<file path="config.mk">
export PLATFORM = sky130hd
export DESIGN_NAME = red_pitaya_fads_sort_gate
export DESIGN_NICKNAME = d
export VERILOG_FILES = /design/src/rtl/red_pitaya_fads_pkg.sv /design/src/rtl/red_pitaya_fads_sort_regs.sv /design/src/rtl/red_pitaya_fads_sort_gate.sv
export SDC_FILE = /design/constraint.sdc
export NUM_CORES = 1
export LEC_CHECK = 0
export ABC_AREA = 1
export ABC_CLOCK_PERIOD_IN_PS = 2200
export CORE_MARGIN = 3
export CORE_UTILIZATION = 25
export CTS_CLUSTER_DIAMETER = 40
export DETAILED_ROUTE_END_ITERATION = 7
export SETUP_SLACK_MARGIN = 0.5
export SYNTH_ARGS = -nofsm -noshare
export SYNTH_HDL_FRONTEND = slang
export SYNTH_SLANG_ARGS = --single-unit
</file>
<file path="constraint.sdc">
create_clock -name adc_clk_i -period 2.2 [get_ports adc_clk_i]
set_clock_uncertainty 0.2 [all_clocks]
set_input_delay 0.22 -clock adc_clk_i [delete_from_list [all_inputs] [get_ports adc_clk_i]]
set_output_delay 0.22 -clock adc_clk_i [all_outputs]
set_load 0.01 [all_outputs]
</file>
<file path="src/rtl/red_pitaya_fads_pkg.sv">
// rtl/red_pitaya_fads_pkg.sv - FADS sort gate state encoding and register offsets
package red_pitaya_fads_pkg;

    // Encoding is visible to software through the status register.
    typedef enum logic [2:0] {
        ST_IDLE    = 3'd0,
        ST_QUALIFY = 3'd1,
        ST_DELAY   = 3'd2,
        ST_FIRE    = 3'd3,
        ST_LOCKOUT = 3'd4
    } fads_state_t;

    localparam logic [19:0] ADDR_CTRL        = 20'h00;
    localparam logic [19:0] ADDR_MIN_WIDTH   = 20'h04;
    localparam logic [19:0] ADDR_DELAY       = 20'h08;
    localparam logic [19:0] ADDR_PULSE_LEN   = 20'h0C;
    localparam logic [19:0] ADDR_LOCKOUT     = 20'h10;
    localparam logic [19:0] ADDR_STATUS      = 20'h14;
    localparam logic [19:0] ADDR_DROPLET_CNT = 20'h18;
    localparam logic [19:0] ADDR_SORT_CNT    = 20'h1C;

endpackage

</file>
<file path="src/rtl/red_pitaya_fads_sort_regs.sv">
// rtl/red_pitaya_fads_sort_regs.sv - FADS sort gate bus decode, config registers and readback
//  Ports: i_clk/i_rst (sync, active high); i_sys_* bus request; o_sys_rdata/o_sys_ack/o_sys_err
//  response (registered, one cycle after request); o_enable/o_stat_clear and the four timing
//  registers to the FSM; i_state/i_det/i_droplet_cnt/i_sort_cnt for readback.
module red_pitaya_fads_sort_regs
    import red_pitaya_fads_pkg::*;
#(
    parameter int CNT_W  = 24,
    parameter int STAT_W = 32
) (
    input  logic              i_clk,
    input  logic              i_rst,
    input  logic [31:0]       i_sys_addr,
    input  logic [31:0]       i_sys_wdata,
    input  logic              i_sys_wen,
    input  logic              i_sys_ren,
    output logic [31:0]       o_sys_rdata,
    output logic              o_sys_ack,
    output logic              o_sys_err,
    output logic              o_enable,
    output logic              o_stat_clear,
    output logic [CNT_W-1:0]  o_min_width,
    output logic [CNT_W-1:0]  o_delay,
    output logic [CNT_W-1:0]  o_pulse_len,
    output logic [CNT_W-1:0]  o_lockout,
    input  fads_state_t       i_state,
    input  logic              i_det,
    input  logic [STAT_W-1:0] i_droplet_cnt,
    input  logic [STAT_W-1:0] i_sort_cnt
);

    logic              r_enable;
    logic [CNT_W-1:0]  r_min_width, r_delay, r_pulse_len, r_lockout;
    logic [31:0]       r_rdata;
    logic              r_ack;
    logic [31:0]       w_rdata;
    logic [19:0]       w_addr;
    logic              w_unused;

    assign w_addr   = i_sys_addr[19:0];
    assign w_unused = ^{i_sys_addr[31:20], i_sys_wdata[31:CNT_W]};

    // stat_clear is a pulse on the write itself so it never reads back as 1.
    assign o_stat_clear = i_sys_wen && (w_addr == ADDR_CTRL) && i_sys_wdata[1];

    always_comb begin
        w_rdata = '0;
        case (w_addr)
            ADDR_CTRL:        w_rdata = {31'd0, r_enable};
            ADDR_MIN_WIDTH:   w_rdata = 32'(r_min_width);
            ADDR_DELAY:       w_rdata = 32'(r_delay);
            ADDR_PULSE_LEN:   w_rdata = 32'(r_pulse_len);
            ADDR_LOCKOUT:     w_rdata = 32'(r_lockout);
            ADDR_STATUS:      w_rdata = {28'd0, i_det, i_state};
            ADDR_DROPLET_CNT: w_rdata = 32'(i_droplet_cnt);
            ADDR_SORT_CNT:    w_rdata = 32'(i_sort_cnt);
            default:          w_rdata = '0;
        endcase
    end

    always_ff @(posedge i_clk) begin
        if (i_rst) begin
            r_enable    <= 1'b0;
            r_min_width <= '0;
            r_delay     <= '0;
            r_pulse_len <= '0;
            r_lockout   <= '0;
            r_rdata     <= '0;
            r_ack       <= 1'b0;
        end else begin
            r_ack   <= i_sys_wen | i_sys_ren;
            r_rdata <= i_sys_ren ? w_rdata : '0;
            if (i_sys_wen) begin
                case (w_addr)
                    ADDR_CTRL:      r_enable    <= i_sys_wdata[0];
                    ADDR_MIN_WIDTH: r_min_width <= i_sys_wdata[CNT_W-1:0];
                    ADDR_DELAY:     r_delay     <= i_sys_wdata[CNT_W-1:0];
                    ADDR_PULSE_LEN: r_pulse_len <= i_sys_wdata[CNT_W-1:0];
                    ADDR_LOCKOUT:   r_lockout   <= i_sys_wdata[CNT_W-1:0];
                    default: ;
                endcase
            end
        end
    end

    assign o_enable    = r_enable;
    assign o_min_width = r_min_width;
    assign o_delay     = r_delay;
    assign o_pulse_len = r_pulse_len;
    assign o_lockout   = r_lockout;
    assign o_sys_rdata = r_rdata;
    assign o_sys_ack   = r_ack;
    assign o_sys_err   = 1'b0;

endmodule

</file>
<file path="src/rtl/red_pitaya_fads_sort_gate.sv">
// rtl/red_pitaya_fads_sort_gate.sv - FADS sort gate: glitch filter, travel delay, trigger pulse, lockout
//  Ports: adc_clk_i/adc_rst_i (sync, active high); det_i comparator level; sort_trig_o ASG trigger;
//  busy_o (state != IDLE); sys_* system bus slave (sys_sel ignored, sys_err always 0).
//  Optional: `define FADS_SORT_STATS_EN builds the droplet/sort statistics counters.
module red_pitaya_fads_sort_gate
    import red_pitaya_fads_pkg::*;
#(
    parameter int CNT_W  = 24,
    parameter int STAT_W = 32
) (
    input  logic        adc_clk_i,
    input  logic        adc_rst_i,
    input  logic        det_i,
    output logic        sort_trig_o,
    output logic        busy_o,
    input  logic [31:0] sys_addr,
    input  logic [31:0] sys_wdata,
    input  logic [3:0]  sys_sel,
    input  logic        sys_wen,
    input  logic        sys_ren,
    output logic [31:0] sys_rdata,
    output logic        sys_err,
    output logic        sys_ack
);

    localparam logic [CNT_W-1:0]  CNT_ONE  = {{(CNT_W-1){1'b0}}, 1'b1};

    fads_state_t       r_state, w_state_nxt;
    logic [CNT_W-1:0]  r_cnt, w_cnt_nxt;
    logic              r_det_prev;
    logic [CNT_W-1:0]  r_delay, r_pulse_len, r_lockout;
    logic              w_snap, w_drop_inc, w_sort_inc;
    logic              w_enable, w_stat_clear;
    logic [CNT_W-1:0]  w_min_width, w_delay, w_pulse_len, w_lockout;
    logic [STAT_W-1:0] w_droplet_cnt, w_sort_cnt;
    logic              w_unused;

    assign w_unused = ^sys_sel;

    red_pitaya_fads_sort_regs #(.CNT_W(CNT_W), .STAT_W(STAT_W)) u_regs (
        .i_clk         (adc_clk_i),
        .i_rst         (adc_rst_i),
        .i_sys_addr    (sys_addr),
        .i_sys_wdata   (sys_wdata),
        .i_sys_wen     (sys_wen),
        .i_sys_ren     (sys_ren),
        .o_sys_rdata   (sys_rdata),
        .o_sys_ack     (sys_ack),
        .o_sys_err     (sys_err),
        .o_enable      (w_enable),
        .o_stat_clear  (w_stat_clear),
        .o_min_width   (w_min_width),
        .o_delay       (w_delay),
        .o_pulse_len   (w_pulse_len),
        .o_lockout     (w_lockout),
        .i_state       (r_state),
        .i_det         (det_i),
        .i_droplet_cnt (w_droplet_cnt),
        .i_sort_cnt    (w_sort_cnt)
    );

    // One shared down-counter: each phase loads (length-1) and leaves when it reads 0.
    // Zero-length phases are skipped by falling through to the next non-zero phase.
    always_comb begin
        w_state_nxt = r_state;
        w_cnt_nxt   = r_cnt;
        w_snap      = 1'b0;
        w_drop_inc  = 1'b0;
        w_sort_inc  = 1'b0;
        case (r_state)
            ST_IDLE: begin
                if (det_i && !r_det_prev) begin
                    w_state_nxt = ST_QUALIFY;
                    w_snap      = 1'b1;
                    // The rising-edge sample already counts as one high sample.
                    w_cnt_nxt   = (w_min_width == '0) ? '0 : (w_min_width - CNT_ONE);
                end
            end
            ST_QUALIFY: begin
                if (r_cnt == '0) begin
                    w_drop_inc = 1'b1;
                    if (r_delay != '0) begin
                        w_state_nxt = ST_DELAY;
                        w_cnt_nxt   = r_delay - CNT_ONE;
                    end else if (r_pulse_len != '0) begin
                        w_state_nxt = ST_FIRE;
                        w_cnt_nxt   = r_pulse_len - CNT_ONE;
                        w_sort_inc  = 1'b1;
                    end else if (r_lockout != '0) begin
                        w_state_nxt = ST_LOCKOUT;
                        w_cnt_nxt   = r_lockout - CNT_ONE;
                    end else begin
                        w_state_nxt = ST_IDLE;
                    end
                end else if (!det_i) begin
                    w_state_nxt = ST_IDLE;
                end else begin
                    w_cnt_nxt = r_cnt - CNT_ONE;
                end
            end
            ST_DELAY: begin
                if (r_cnt == '0) begin
                    if (r_pulse_len != '0) begin
                        w_state_nxt = ST_FIRE;
                        w_cnt_nxt   = r_pulse_len - CNT_ONE;
                        w_sort_inc  = 1'b1;
                    end else if (r_lockout != '0) begin
                        w_state_nxt = ST_LOCKOUT;
                        w_cnt_nxt   = r_lockout - CNT_ONE;
                    end else begin
                        w_state_nxt = ST_IDLE;
                    end
                end else begin
                    w_cnt_nxt = r_cnt - CNT_ONE;
                end
            end
            ST_FIRE: begin
                if (r_cnt == '0) begin
                    if (r_lockout != '0) begin
                        w_state_nxt = ST_LOCKOUT;
                        w_cnt_nxt   = r_lockout - CNT_ONE;
                    end else begin
                        w_state_nxt = ST_IDLE;
                    end
                end else begin
                    w_cnt_nxt = r_cnt - CNT_ONE;
                end
            end
            ST_LOCKOUT: begin
                if (r_cnt == '0) w_state_nxt = ST_IDLE;
                else             w_cnt_nxt   = r_cnt - CNT_ONE;
            end
            default: w_state_nxt = ST_IDLE;
        endcase
        if (!w_enable) begin
            w_state_nxt = ST_IDLE;
            w_snap      = 1'b0;
            w_drop_inc  = 1'b0;
            w_sort_inc  = 1'b0;
        end
    end

    always_ff @(posedge adc_clk_i) begin
        if (adc_rst_i) begin
            r_state     <= ST_IDLE;
            r_cnt       <= '0;
            r_det_prev  <= 1'b0;
            r_delay     <= '0;
            r_pulse_len <= '0;
            r_lockout   <= '0;
        end else begin
            r_state    <= w_state_nxt;
            r_cnt      <= w_cnt_nxt;
            r_det_prev <= det_i;
            // Snapshot so bus writes mid-droplet only affect the next droplet.
            if (w_snap) begin
                r_delay     <= w_delay;
                r_pulse_len <= w_pulse_len;
                r_lockout   <= w_lockout;
            end
        end
    end

`ifdef FADS_SORT_STATS_EN
    localparam logic [STAT_W-1:0] STAT_ONE = {{(STAT_W-1){1'b0}}, 1'b1};
    logic [STAT_W-1:0] r_droplet_cnt, r_sort_cnt;

    // Clear has priority over a same-cycle increment.
    always_ff @(posedge adc_clk_i) begin
        if (adc_rst_i || w_stat_clear) begin
            r_droplet_cnt <= '0;
            r_sort_cnt    <= '0;
        end else begin
            if (w_drop_inc) r_droplet_cnt <= r_droplet_cnt + STAT_ONE;
            if (w_sort_inc) r_sort_cnt    <= r_sort_cnt + STAT_ONE;
        end
    end

    assign w_droplet_cnt = r_droplet_cnt;
    assign w_sort_cnt    = r_sort_cnt;
`else
    logic w_unused_stats;
    assign w_unused_stats = w_stat_clear ^ w_drop_inc ^ w_sort_inc;
    assign w_droplet_cnt  = '0;
    assign w_sort_cnt     = '0;
`endif

    assign sort_trig_o = (r_state == ST_FIRE);
    assign busy_o      = (r_state != ST_IDLE);

endmodule

</file>
Word level (Yosys, flattened, before mapping):

Cells that the tools add are included.

* latch bits: 0
* memory bits (writable): 0
* output and inout bits: 36
* word-level logic and storage cells: 82
* flip-flop bits (word level): 230
* memories kept: 0
* input bits: 73
* bits in read-only memories: 0

* multiply operators: 0
* $add $sub $neg: 5
* equality and inequality tests: 16
* magnitude comparators: 0
* mux-type cells: 25
* div/mod/pow operators: 0
* reduce and logical (&&, ||, !) cells: 20
* shift-type cells: 0
* bitwise logic cells: 3

Operators by type and width (number)
* 2-to-1 mux 24 bit: 10
* one-hot mux 24 bit (6 select lines): 1
* one-hot mux 24 bit (5 select lines): 1
* subtractor 24 x 1 -> 24 bit (second input constant): 5
* nonzero test 24 bit: 3
* zero test 24 bit: 2
* equality test 20 x 4 -> 1 bit (second input constant): 2
* equality test 20 x 5 -> 1 bit (second input constant): 2
* 2-to-1 mux 3 bit: 9
* equality test 20 x 3 -> 1 bit (second input constant): 1
* zero test 20 bit: 1
* one-hot mux 3 bit (5 select lines): 1
* AND reduction 2 bit: 5
* != test 2 bit (second input constant): 4
* equality test 3 x 2 -> 1 bit (second input constant): 2
* != test 3 bit (second input constant): 2
* AND reduction 5 bit: 1
* nonzero test 5 bit: 1
* AND reduction 4 bit: 1
* OR reduction 2 bit: 2
* equality test 3 x 1 -> 1 bit (second input constant): 1
* equality test 3 bit (second input constant): 1
* zero test 3 bit: 1
* 2-to-1 mux 1 bit: 3
* other kinds (6): 7

Logic depth before layout (Yosys ltp):

Gate-level depths: netlist of run 1.

* word-level depth: 6
* depth in mapped cells: 17
* mapped depth without buffers: 17

Hierarchy:

A second synthesis of run 1 with hierarchy kept.

* cells, all modules: 2257
* area, all modules: 14525.2 um2

Modules (own cells, without submodules)
* red_pitaya_fads_sort_gate: instances 1, seq. area each 2001.9 um2, cells an instance 1364, area an instance 8131.5 um2
* red_pitaya_fads_sort_regs: instances 1, seq. area each 2602.5 um2, cells an instance 893, area an instance 6393.6 um2

Worst setup path before layout of run 1:

No wires, ideal clock.

* kind: register to register
* from: register u_regs.r_min_width[0], in the netlist u_regs.o_min_width[0]
* to: register r_cnt[17]
* path slack: 0.128 ns
* arrival time: 1.763 ns
* library setup time: 0.109 ns
* required time: 1.891 ns
* period minus slack after synthesis: 2.072 ns
* stages on the path, launching flop included: 15
* path buffers: 1
* path through: dfxtp_1 -> inv_1 -> ha_1 -> inv_1 -> nor2_4 -> nand3_4 -> nor2_4 -> nand2_2 -> o21ai_4 -> buf_6 -> nor2_2 -> a21oi_2 -> nand3_1 -> nand2_1 -> inv_1

* word-level cells in the longest chain between the ends: 4
* elaborated cells on any way between the ends: 5
* those cells by class: add/sub (1); mux (3); reduce/logical (1)

RTL lines
* from (decl): line red_pitaya_fads_sort_regs.sv:33 `logic [CNT_W-1:0] r_min_width, r_delay, r_pulse_len, r_lockout;`
* from (signal assigned): line red_pitaya_fads_sort_regs.sv:76 `ADDR_MIN_WIDTH: r_min_width <= i_sys_wdata[CNT_W-1:0];`
* subtractor 24 x 1 -> 24 bit / zero test 24 bit (equally long branches): line red_pitaya_fads_sort_gate.sv:76 `w_cnt_nxt = (w_min_width == '0) ? '0 : (w_min_width - CNT_ONE);`
* 2-to-1 mux 24 bit *: line red_pitaya_fads_sort_gate.sv:76
* 2-to-1 mux 24 bit *: line red_pitaya_fads_sort_gate.sv:72 `if (det_i && !r_det_prev) begin`
* one-hot mux 24 bit (5 select lines) *: line red_pitaya_fads_sort_gate.sv:70 `case (r_state)`
* to (signal assigned): line red_pitaya_fads_sort_gate.sv:153 `r_cnt <= w_cnt_nxt;`
* to (decl): line red_pitaya_fads_sort_gate.sv:29 `logic [CNT_W-1:0] r_cnt, w_cnt_nxt;`

Mark *: on every way between the ends. The rest lies on a longest branch, timed or not. The select of a mux whose other input is x is not followed.
A chain may end at the register's enable or synchronous reset.

Worst setup path after layout of run 1:

* from: register r_pulse_len[1]
* to: register r_cnt[10]

* word-level cells in the longest chain between the ends: 5
* elaborated cells on any way between the ends: 7
* those cells by class: add/sub (1); mux (5); reduce/logical (1)

RTL lines
* from (decl): line red_pitaya_fads_sort_gate.sv:31 `logic [CNT_W-1:0] r_delay, r_pulse_len, r_lockout;`
* from (signal assigned): line red_pitaya_fads_sort_gate.sv:158 `r_pulse_len <= w_pulse_len;`
* subtractor 24 x 1 -> 24 bit / nonzero test 24 bit (equally long branches)
* 2-to-1 mux 24 bit *: line red_pitaya_fads_sort_gate.sv:103 `if (r_pulse_len != '0) begin`
* 2-to-1 mux 24 bit: line red_pitaya_fads_sort_gate.sv:82 `if (r_delay != '0) begin`
* 2-to-1 mux 24 bit: line red_pitaya_fads_sort_gate.sv:80 `if (r_cnt == '0) begin`
* one-hot mux 24 bit (5 select lines) *: line red_pitaya_fads_sort_gate.sv:70

Mark *: on every way between the ends. The rest lies on a longest branch, timed or not.

==> results.json, run 1 <==
{
  "grt_max_degree": 59,
  "clock.fmax_mhz": 430,
  "relSlewSlack_pct": 66.2,
  "busiest_layer": "met2",
  "final-setup-viol-count": 23,
  "worst-setup-path-type": "flip-flop to flip-flop",
  "yosys-top-cells-count": "nand2_1 (340), nor2_1 (281), dfxtp_1 (222)",
  "synth_top_area_cell": "dfxtp_1",
  "hp-class": "primary input to flip-flop",
  "core-area_um2": 50500,
  "initial_core_util_pct": 25.5,
  "drc": 0,
  "worst_pin_slew_ns": 0.504,
  "arrival_ns": 2.58,
  "rows": 82,
  "rsz0062_at_grt": "yes",
  "root_buffer": "clkbuf_16",
  "worstSkewPairLatency_ns": 0.59,
  "yosys.area.top_type_share_pct": 34.5,
  "use_met3_pct": 3.67,
  "io_buffers": 75,
  "p_per_area_nw_per_um2": 555,
  "ant_nets": 0,
  "yosysWarnings": 0,
  "min_period_ns": 2.32,
  "ioPinCount": 109,
  "dr.pass1.iters": 8,
  "cp-start-kind": "flip-flop",
  "synth.distinct_cells": 50,
  "cts.sinks": 222,
  "via_count": 16200,
  "antenna_found_initial": 2,
  "grtUsageMet1_pct": 29.5,
  "dp_slack_ns": -0.331,
  "cp-end-kind": "flip-flop",
  "synth_most_common_cell": "nand2_1",
  "finalWirelength_um": 64600,
  "detailed_place_hpwl_um": 45600,
  "num_antenna_cells": 0,
  "final.period_utilization_pct": 106,
  "final.setup.tns_ns": -1.28,
  "fin_area_um2": 22300,
  "clk_path_buf_depth": 3,
  "path_max_fanout": 5,
  "p_leak_nw": 10.5,
  "status": "finished, violations left",
  "drtIter0Drc": 1519,
  "required_ns": 2.46,
  "violations": "negative setup slack",
  "crit_start": "r_pulse_len[1]",
  "yosys-top-cells-area": "dfxtp_1 (35%), nand2_1 (9.9%), nor2_1 (8.2%)",
  "cts_tree": "done",
  "irDropWorstVdd_mv": 0.521,
  "place_area_um2": 16900,
  "nets": 2531,
  "final_util_pct": 44.1,
  "fin_ws_ns": -0.124,
  "grt_usage_pct": 22.1,
  "hp-start": "sys_wdata[3]",
  "die_area_um2": 54300,
  "hold_ws_ns": 0.106,
  "synth_area_um2": 12900,
  "layout-drive-gt1-share_pct": 40.0,
  "grtUsageMet2_pct": 34.9,
  "hold_viol_final": 0,
  "async_flop_share_pct": 0,
  "synth-seq-cells": 222,
  "wl_per_cell_um": 20.4,
  "grt_remaining_overflow": 0,
  "path_clk_slew_ns": 0.05,
  "die-width_um": 233,
  "ys.flop_type": "dfxtp_1",
  "cts-buffers-inserted": 44,
  "drv_slew": 0,
  "synthCells": 1954,
  "grt_pass1_vias": 15200,
  "routabilityCongestion": 0.941,
  "h-tree-depth": 2,
  "area_growth_pct": 73.0,
  "fp.dieH_um": 233,
  "num-fill-cells": 4938,
  "grt_pass1_wl_um": 90800,
  "syn_avg_cell_area_um2": 6.59,
  "synth_edf_count": 0,
  "yosysSeqAreaShare_pct": 34.5,
  "cap_violations": 0,
  "viasPerCell": 5.13,
  "worstReg2RegStart": "r_pulse_len[1]"
}
[cells by family (layout without fill, tap and decap cells)]
| group | after synthesis | after routing | synth area share (%) |
|---|---|---|---|
| and+or+nand+nor | 884 | 886 | 30.9 |
| AOI/OAI and AO/OA | 480 | 480 | 19.9 |
| buffers and inverters | 295 | 818 | 9.65 |
| DFF | 222 | 222 | 34.5 |
| xor gates and xnor gates | 66 | 66 | 4.49 |
| adders and majority gates | 6 | 6 | 0.583 |
| other | 1 | 9 | 0.0291 |
[layout make-up]
cell class | count | area [um^2] | share of cell area, %
inverter | 202 | 797 | 3.58
clock buffer | 53 | 1180 | 5.32
timing repair buffer | 535 | 5390 | 24.2
multi-input combinational | 1447 | 9190 | 41.2
sequential | 222 | 4470 | 20.1
tap | 672 | 841 | 3.77
clock inverter | 28 | 413 | 1.85
[what timing repair did]
action                                  4_1_cts  5_1_grt
endpoints found under the hold margin         1        0
buffers inserted                             40       58
cloned                                       15       15
endpoints found under the setup margin      144      184
pin swaps                                    63      129
hold buffers                                  1        0
gates resized for setup                     367      359
[worst max-delay path: stages (launching register included)]
cell	delay (ns)
dfxtp_2	0.32
inv_2	0.08
ha_4	0.15
nand2_4	0.07
nor2_8	0.16
nand2_4	0.09
nor2_8	0.18
nand3_4	0.15
buf_6	0.16
nand2_1	0.14
nand3_1	0.09
nand2_1	0.09
nand2_2	0.06
nand2_1	0.07
nand2_1	0.07
nand2_1	0.06
a21oi_1	0.06
[stage by stage]
stage,power [mW],cells
after floorplan,4.58,1962
after global placement,4.98,2949
after detailed placement,4.99,2949
after CTS,12.3,3086
after global routing,12.7,3159
final,12.4,3159
[metal layers]
metal / share of wire [%] / vias to the layer above
met5: 0.026 / -
met2: 45 / 822
met1: 42 / 7725
met3: 7.9 / 190
li1: - / 7472
met4: 5.5 / 2
[placed cells by master (no fill, tap or decap), drive strengths merged, types with 19 or more instances in the layout]
| master | instances |
|---|---|
| xor2 | 57 |
| nand4 | 31 |
| clkdlybuf4s50 | 28 |
| dlygate4sd2 | 24 |
| clkbuf | 67 |
| a21oi | 206 |
| nand2 | 353 |
| o21ai | 213 |
| nor3 | 19 |
| buf | 447 |
| dfxtp | 222 |
| dlymetal6s2s | 20 |
| inv | 207 |
| nor2 | 311 |
| nand3 | 152 |
[path summary, 6_finish.rpt]
path | cells after the start | to | slack (ns)
worst max-delay path | 16 | r_cnt[10] | -0.12
worst min-delay path | 3 | u_regs.o_min_width[3] | 0.11
worst max register to register | 16 | r_cnt[10] | -0.12
worst min register to register | 2 | r_lockout[23] | 0.29
[report_power, final]
part	internal [mW]	switching [mW]
Combinational	0.442	0.577
Clock	4.72	2.55
Sequential	4.05	0.0178
Total	9.22	3.14
[sequential cells by signal, indices dropped and copies added, names as in the netlist]
register	count
u_regs.o_sys_rdata	24
r_lockout	24
u_regs.o_delay	24
u_regs.o_min_width	24
r_delay	24
u_regs.o_sys_ack	1
u_regs.o_pulse_len	24
r_state	3
r_pulse_len	24
r_cnt	24
u_regs.o_enable	1
u_regs.o_lockout	24
r_det_prev	1
Note: power is estimated with default switching activity, not from simulation.
==> run 2: changes to the inputs <==
--- a/config.mk
+++ b/config.mk
@@ -11,6 +11,7 @@
 export CORE_UTILIZATION = 25
 export CTS_CLUSTER_DIAMETER = 40
 export DETAILED_ROUTE_END_ITERATION = 7
+export GPL_ROUTABILITY_DRIVEN = 0
 export SETUP_SLACK_MARGIN = 0.5
 export SYNTH_ARGS = -nofsm -noshare
 export SYNTH_HDL_FRONTEND = slang
==> constraint.sdc (replaced) <==
create_clock -name adc_clk_i -period 2.2 [get_ports adc_clk_i]
set_clock_uncertainty 0.2 [all_clocks]
set_input_delay 0.22 -clock adc_clk_i [delete_from_list [all_inputs] [get_ports adc_clk_i]]
set_output_delay 0.22 -clock adc_clk_i [all_outputs]
set_load 0.1 [all_outputs]
==> results.json, run 2 (same netlist as run 1, synthesis figures left out) <==
{
  "detailed_place_hpwl_um": 41900,
  "via_count": 16100,
  "h-tree-depth": 2,
  "status": "finished, violations left",
  "ioPinCount": 109,
  "required_ns": 2.47,
  "path_clk_slew_ns": 0.05,
  "p_leak_nw": 9.95,
  "grt_pass1_vias": 15200,
  "ff2ff_setup_slack_ns": -0.16,
  "ant_nets": 0,
  "fp.dieH_um": 233,
  "clock.fmax_mhz": 424,
  "cts_tree": "done",
  "cp-end-kind": "flip-flop",
  "final_cell_mix": "buf_4 (303), nand2_1 (273), nor2_1 (190), dfxtp_1 (190), inv_1 (164)",
  "path_max_fanout": 6,
  "cap_violations": 0,
  "grt_remaining_overflow": 0,
  "final-setup-viol-count": 23,
  "layout-drive-gt1-share_pct": 41.3,
  "worstSkewPairLatency_ns": 0.60,
  "viasPerCell": 5.23,
  "cts-buffers-inserted": 42,
  "power_mw": 11.4,
  "grtUsageMet1_pct": 26.5,
  "worstHoldPathCells": 3,
  "hold_viol_final": 0,
  "grt_usage_pct": 20.8,
  "hp-start": "sys_ren",
  "grtUsageMet2_pct": 33.3,
  "min_to": "u_regs.o_sys_ack",
  "cp-start-kind": "flip-flop",
  "hold_ws_ns": 0.0305,
  "num_antenna_cells": 0,
  "violations": "negative setup slack",
  "drc": 0,
  "drv_slew": 0,
  "antenna_found_initial": 0,
  "nets": 2451,
  "clk_path_buf_depth": 3,
  "die-width_um": 233,
  "worstReg2RegStart": "r_pulse_len[18]",
  "mostFrequentLayoutCell": "buf_4",
  "reg2regPathDepth": 14,
  "area_growth_pct": 66.3,
  "finalWirelength_um": 61600,
  "fin_ws_ns": -0.158,
  "wl_per_cell_um": 20.0,
  "p_per_area_nw_per_um2": 533,
  "rr_endpoint": "r_cnt[1]",
  "ctsHoldBuffers": 0,
  "worst-setup-path-type": "flip-flop to flip-flop",
  "io_buffers": 75,
  "busiest_layer": "met2",
  "root_buffer": "clkbuf_16",
  "grt_max_degree": 72,
  "use_met3_pct": 4.33,
  "cts.sinks": 222,
  "irDropWorstVdd_mv": 0.501,
  "die_area_um2": 54300,
  "final.period_utilization_pct": 107,
  "rsz0062_at_grt": "yes",
  "min_period_ns": 2.36,
  "core-area_um2": 50500,
  "arrival_ns": 2.63,
  "initial_core_util_pct": 25.5,
  "drtIter0Drc": 1939,
  "dr.pass1.iters": 6,
  "hp-class": "primary input to flip-flop",
  "grt_pass1_wl_um": 86600,
  "rows": 82
}
run 2: changes by cell type in the layout (fill, tap and decap cells not counted), moves of 9 or more:
| cell | change |
|---|---|
| buf_4 | -27 |
| dlygate4sd2_1 | -24 |
| nand2_2 | +22 |
| buf_6 | -19 |
| dfxtp_1 | -18 |
| nand2_1 | -18 |
| nor2_4 | -18 |
| dfxtp_2 | +16 |
| nor2_2 | +16 |
| nand3_1 | -9 |
run 2: cell type report:
| class | count | area [um^2] |
|---|---|---|
| Tap cell | 672 | 841 |
| Inverter | 202 | 801 |
| Timing Repair Buffer | 457 | 4610 |
| Sequential cell | 222 | 4500 |
| Clock inverter | 28 | 263 |
| Multi-Input combinational cell | 1447 | 9280 |
| Fill cell | 4863 | 29100 |
| Clock buffer | 49 | 1120 |
run 2: what timing repair did:
action | CTS | global route
gates resized for setup | 339 | 293
setup endpoints to repair | 110 | 193
cloned | 17 | 11
pin swaps | 106 | 120
buffers inserted | 55 | 31
run 2: worst max-delay path by stage:
stage | start | endpoint | slack, ns | depth (start not counted)
5_1_grt | r_pulse_len[18] | r_cnt[1] | -0.24 | 14
3_3_place_gp | sys_addr[15] | u_regs.o_sys_rdata[11] | -0.35 | 10
3_5_place_dp | sys_addr[9] | u_regs.o_sys_rdata[11] | -0.32 | 10
2_1_floorplan | u_regs.o_min_width[0] | r_cnt[17] | 0.26 | 14
6_report | r_pulse_len[18] | r_cnt[1] | -0.16 | 14
4_1_cts | r_pulse_len[1] | r_cnt[0] | -0.02 | 16
run 2: stage by stage:
| step | area [um^2] | std cells | setup slack (ns) | util, % | setup TNS (ns) |
|---|---|---|---|---|---|
| floorplan | 13200 | 1962 | 0.259 | - | 0 |
| global placement | 16500 | 2886 | -0.348 | 32.7 | -9.42 |
| detailed placement | 16500 | 2886 | -0.316 | 32.7 | -9.08 |
| CTS | 19800 | 3035 | -0.0241 | 39.2 | -0.0531 |
| global route | 21400 | 3077 | -0.244 | 42.4 | -3.84 |
| finish | 21400 | 3077 | -0.158 | 42.4 | -1.27 |
run 2: where the power goes:
group          switching, mW  total [mW]  internal, mW
clock                   2.48        6.32          3.84
sequential            0.0192        4.07          4.05
combinational          0.611        1.02         0.405
total                   3.11        11.4          8.29
run 2: metal layers:
| metal | up-vias | wire length, um |
|---|---|---|
| met5 | - | 0 |
| met3 | 218 | 5910 |
| met4 | 0 | 3630 |
| met1 | 7601 | 24400 |
| li1 | 7317 | - |
| met2 | 966 | 27700 |
run 2: worst max-delay path, cell delays in order, from the launching register on:
cell	delay [ns]
dfxtp_1	0.37
nor2_1	0.19
nand2_2	0.12
nor2_4	0.17
inv_1	0.09
nor2_4	0.12
buf_12	0.14
buf_12	0.15
o21ai_2	0.06
o21bai_1	0.21
nand2_1	0.14
nand2_2	0.11
nand3_2	0.07
nand2_1	0.06
inv_1	0.04
==> run 3: changes to the inputs <==
--- a/config.mk
+++ b/config.mk
@@ -7,7 +7,6 @@
 export LEC_CHECK = 0
 export ABC_AREA = 1
 export ABC_CLOCK_PERIOD_IN_PS = 2200
-export CORE_MARGIN = 3
 export CORE_UTILIZATION = 25
 export CTS_CLUSTER_DIAMETER = 40
 export DETAILED_ROUTE_END_ITERATION = 7
==> results.json, run 3 (same netlist as run 1, synthesis figures left out) <==
{
  "nets": 2437,
  "grt_max_degree": 51,
  "final_util_pct": 41.7,
  "path_clk_slew_ns": 0.06,
  "clock.fmax_mhz": 436,
  "place_area_um2": 16500,
  "clk_path_buf_depth": 3,
  "layout-drive-gt1-share_pct": 36.2,
  "mostFrequentLayoutCell": "nand2_1",
  "final.setup.tns_ns": -0.656,
  "arrival_ns": 2.57,
  "grt_pass1_vias": 15200,
  "cp-end-kind": "flip-flop",
  "drv_slew": 0,
  "hp-class": "primary input to flip-flop",
  "fin_area_um2": 21100,
  "hold_ws_ns": 0.0477,
  "cpLargestDelayFamily": "simple AND/OR/NAND/NOR gates",
  "h-tree-depth": 2,
  "core-area_um2": 50500,
  "cp-start-kind": "flip-flop",
  "dr.pass1.iters": 6,
  "wl_per_cell_um": 19.6,
  "fin_ws_ns": -0.0915,
  "worst_pin_slew_ns": 0.508,
  "antenna_found_initial": 0,
  "rows": 82,
  "area_growth_pct": 63.4,
  "viasPerCell": 5.18,
  "fp.dieH_um": 229,
  "rsz0062_at_grt": "yes",
  "grt_remaining_overflow": 0,
  "required_ns": 2.48,
  "slowest_delay_ns": 0.36,
  "final-setup-viol-count": 19,
  "cts.sinks": 222,
  "drc": 0,
  "intPower_mw": 8.60,
  "cts_tree": "done",
  "path_max_fanout": 6,
  "combPwrFrac_pct": 8.9,
  "final.period_utilization_pct": 104,
  "cpMaxStageDelayCell": "dfxtp_1",
  "hold_viol_final": 0,
  "p_sw_mw": 2.90,
  "status": "finished, violations left",
  "power_frac_seq_pct": 35.4,
  "die-width_um": 229,
  "initial_core_util_pct": 25.5,
  "worstSkewPairLatency_ns": 0.55,
  "detailed_place_hpwl_um": 42000,
  "min_period_ns": 2.29,
  "io_buffers": 75,
  "p_per_area_nw_per_um2": 546,
  "root_buffer": "clkbuf_16",
  "cpMostUsedCell": "nand2_1",
  "worst-setup-path-type": "flip-flop to flip-flop",
  "ant_nets": 0,
  "swShare_pct": 25.2,
  "violations": "negative setup slack",
  "p_leak_nw": 9.84,
  "grt_usage_pct": 21.5,
  "ioPinCount": 109,
  "num_antenna_cells": 0,
  "clock_power_share_pct": 55.7,
  "irDropWorstVdd_mv": 0.471,
  "die_area_um2": 52400,
  "relSlewSlack_pct": 65.9,
  "cap_violations": 0,
  "grt_pass1_wl_um": 87100,
  "drtIter0Drc": 1696,
  "final_cell_mix": "nand2_1 (303), buf_4 (297), nor2_1 (209)",
  "dp_slack_ns": -0.346,
  "worst-path-buf-inv": 2,
  "via_count": 15800,
  "finalWirelength_um": 60000,
  "cts-buffers-inserted": 38,
  "crit_chain": "nor2_1 -> nand2_1 -> nor2_4 -> buf_4 -> nand3_1 -> nand2_1 -> nand2_1 -> nor2_1 -> nor2_1 -> nand2_1 -> nand2_1 -> nand2_1 -> nand2_1 -> nand3_1 -> nand2_1 -> inv_1"
}
[run 3: cell count changes in the layout (fill, tap and decap cells not counted), sizes merged, moves of 2 or more]
cell / delta
buf: -9
clkbuf: -4
clkinvlp: -2
clkdlybuf4s50: -7
clkinv: -3
bufinv: +5
dlymetal6s2s: +5
dlygate4sd2: +2
inv: -5
[run 3: metal layers]
| layer | wire, um | vias up | GRT usage [%] |
|---|---|---|---|
| met1 | 24100 | 7461 | 27.9 |
| met3 | 5660 | 212 | 3.82 |
| li1 | - | 7295 | - |
| met4 | 3620 | 0 | 11.7 |
| met5 | 0 | - | 0 |
| met2 | 26700 | 877 | 33.6 |
[run 3: power groups by stage]
stage | registers [mW] | logic (mW) | clock network (mW)
2_1_floorplan | 4.17 | 0.485 | 0
3_3_place_gp | 4.16 | 0.884 | 0
3_5_place_dp | 4.16 | 0.893 | 0
4_1_cts | 4.07 | 0.937 | 6.41
5_1_grt | 4.07 | 1.09 | 6.65
6_report | 4.07 | 1.02 | 6.40
[run 3: cell type report]
| type | instances | area [um^2] |
|---|---|---|
| clock buffers | 47 | 1050 |
| clock inverters | 22 | 323 |
| fillers | 4878 | 29400 |
| inverters | 202 | 801 |
| multi-input cells | 1447 | 8910 |
| flip-flops and latches | 222 | 4480 |
| well taps | 672 | 841 |
| repair buffers | 446 | 4650 |
| repair inverters | 1 | 7.51 |
[run 3: worst reg2reg max path, stage by stage (launching register included)]
cell     delay [ns]
dfxtp_1        0.36
nor2_1         0.20
nand2_1        0.17
nor2_4         0.18
buf_4          0.18
nand3_1        0.10
nand2_1        0.09
nand2_1        0.06
nor2_1         0.17
nor2_1         0.07
nand2_1        0.06
nand2_1        0.05
nand2_1        0.09
nand2_1        0.07
nand3_1        0.09
nand2_1        0.05
inv_1          0.05
[run 3: per-stage QoR]
stage / power [mW] / instances
5_1_grt: 11.8 / 3059
3_5_place_dp: 5.05 / 2884
3_3_place_gp: 5.04 / 2884
4_1_cts: 11.4 / 3032
2_1_floorplan: 4.66 / 1962
6_report: 11.5 / 3059
[run 3: path summary, 6_finish.rpt]
kind                            cells after the start                to            startpoint  slack [ns]
worst max-delay path                               16         r_cnt[21]        r_pulse_len[2]       -0.09
worst max register to register                     16         r_cnt[21]        r_pulse_len[2]       -0.09
worst min-delay path                                3  u_regs.o_sys_ack               sys_ren        0.05
worst min register to register                      2     r_lockout[23]  u_regs.o_lockout[23]        0.29
[run 3: what timing repair did]
item,in CTS,in global routing
hold buffers,0,0
cloned,26,7
pin swaps,89,91
setup endpoints to repair,146,200
resized for setup,287,221
buffers inserted,53,20
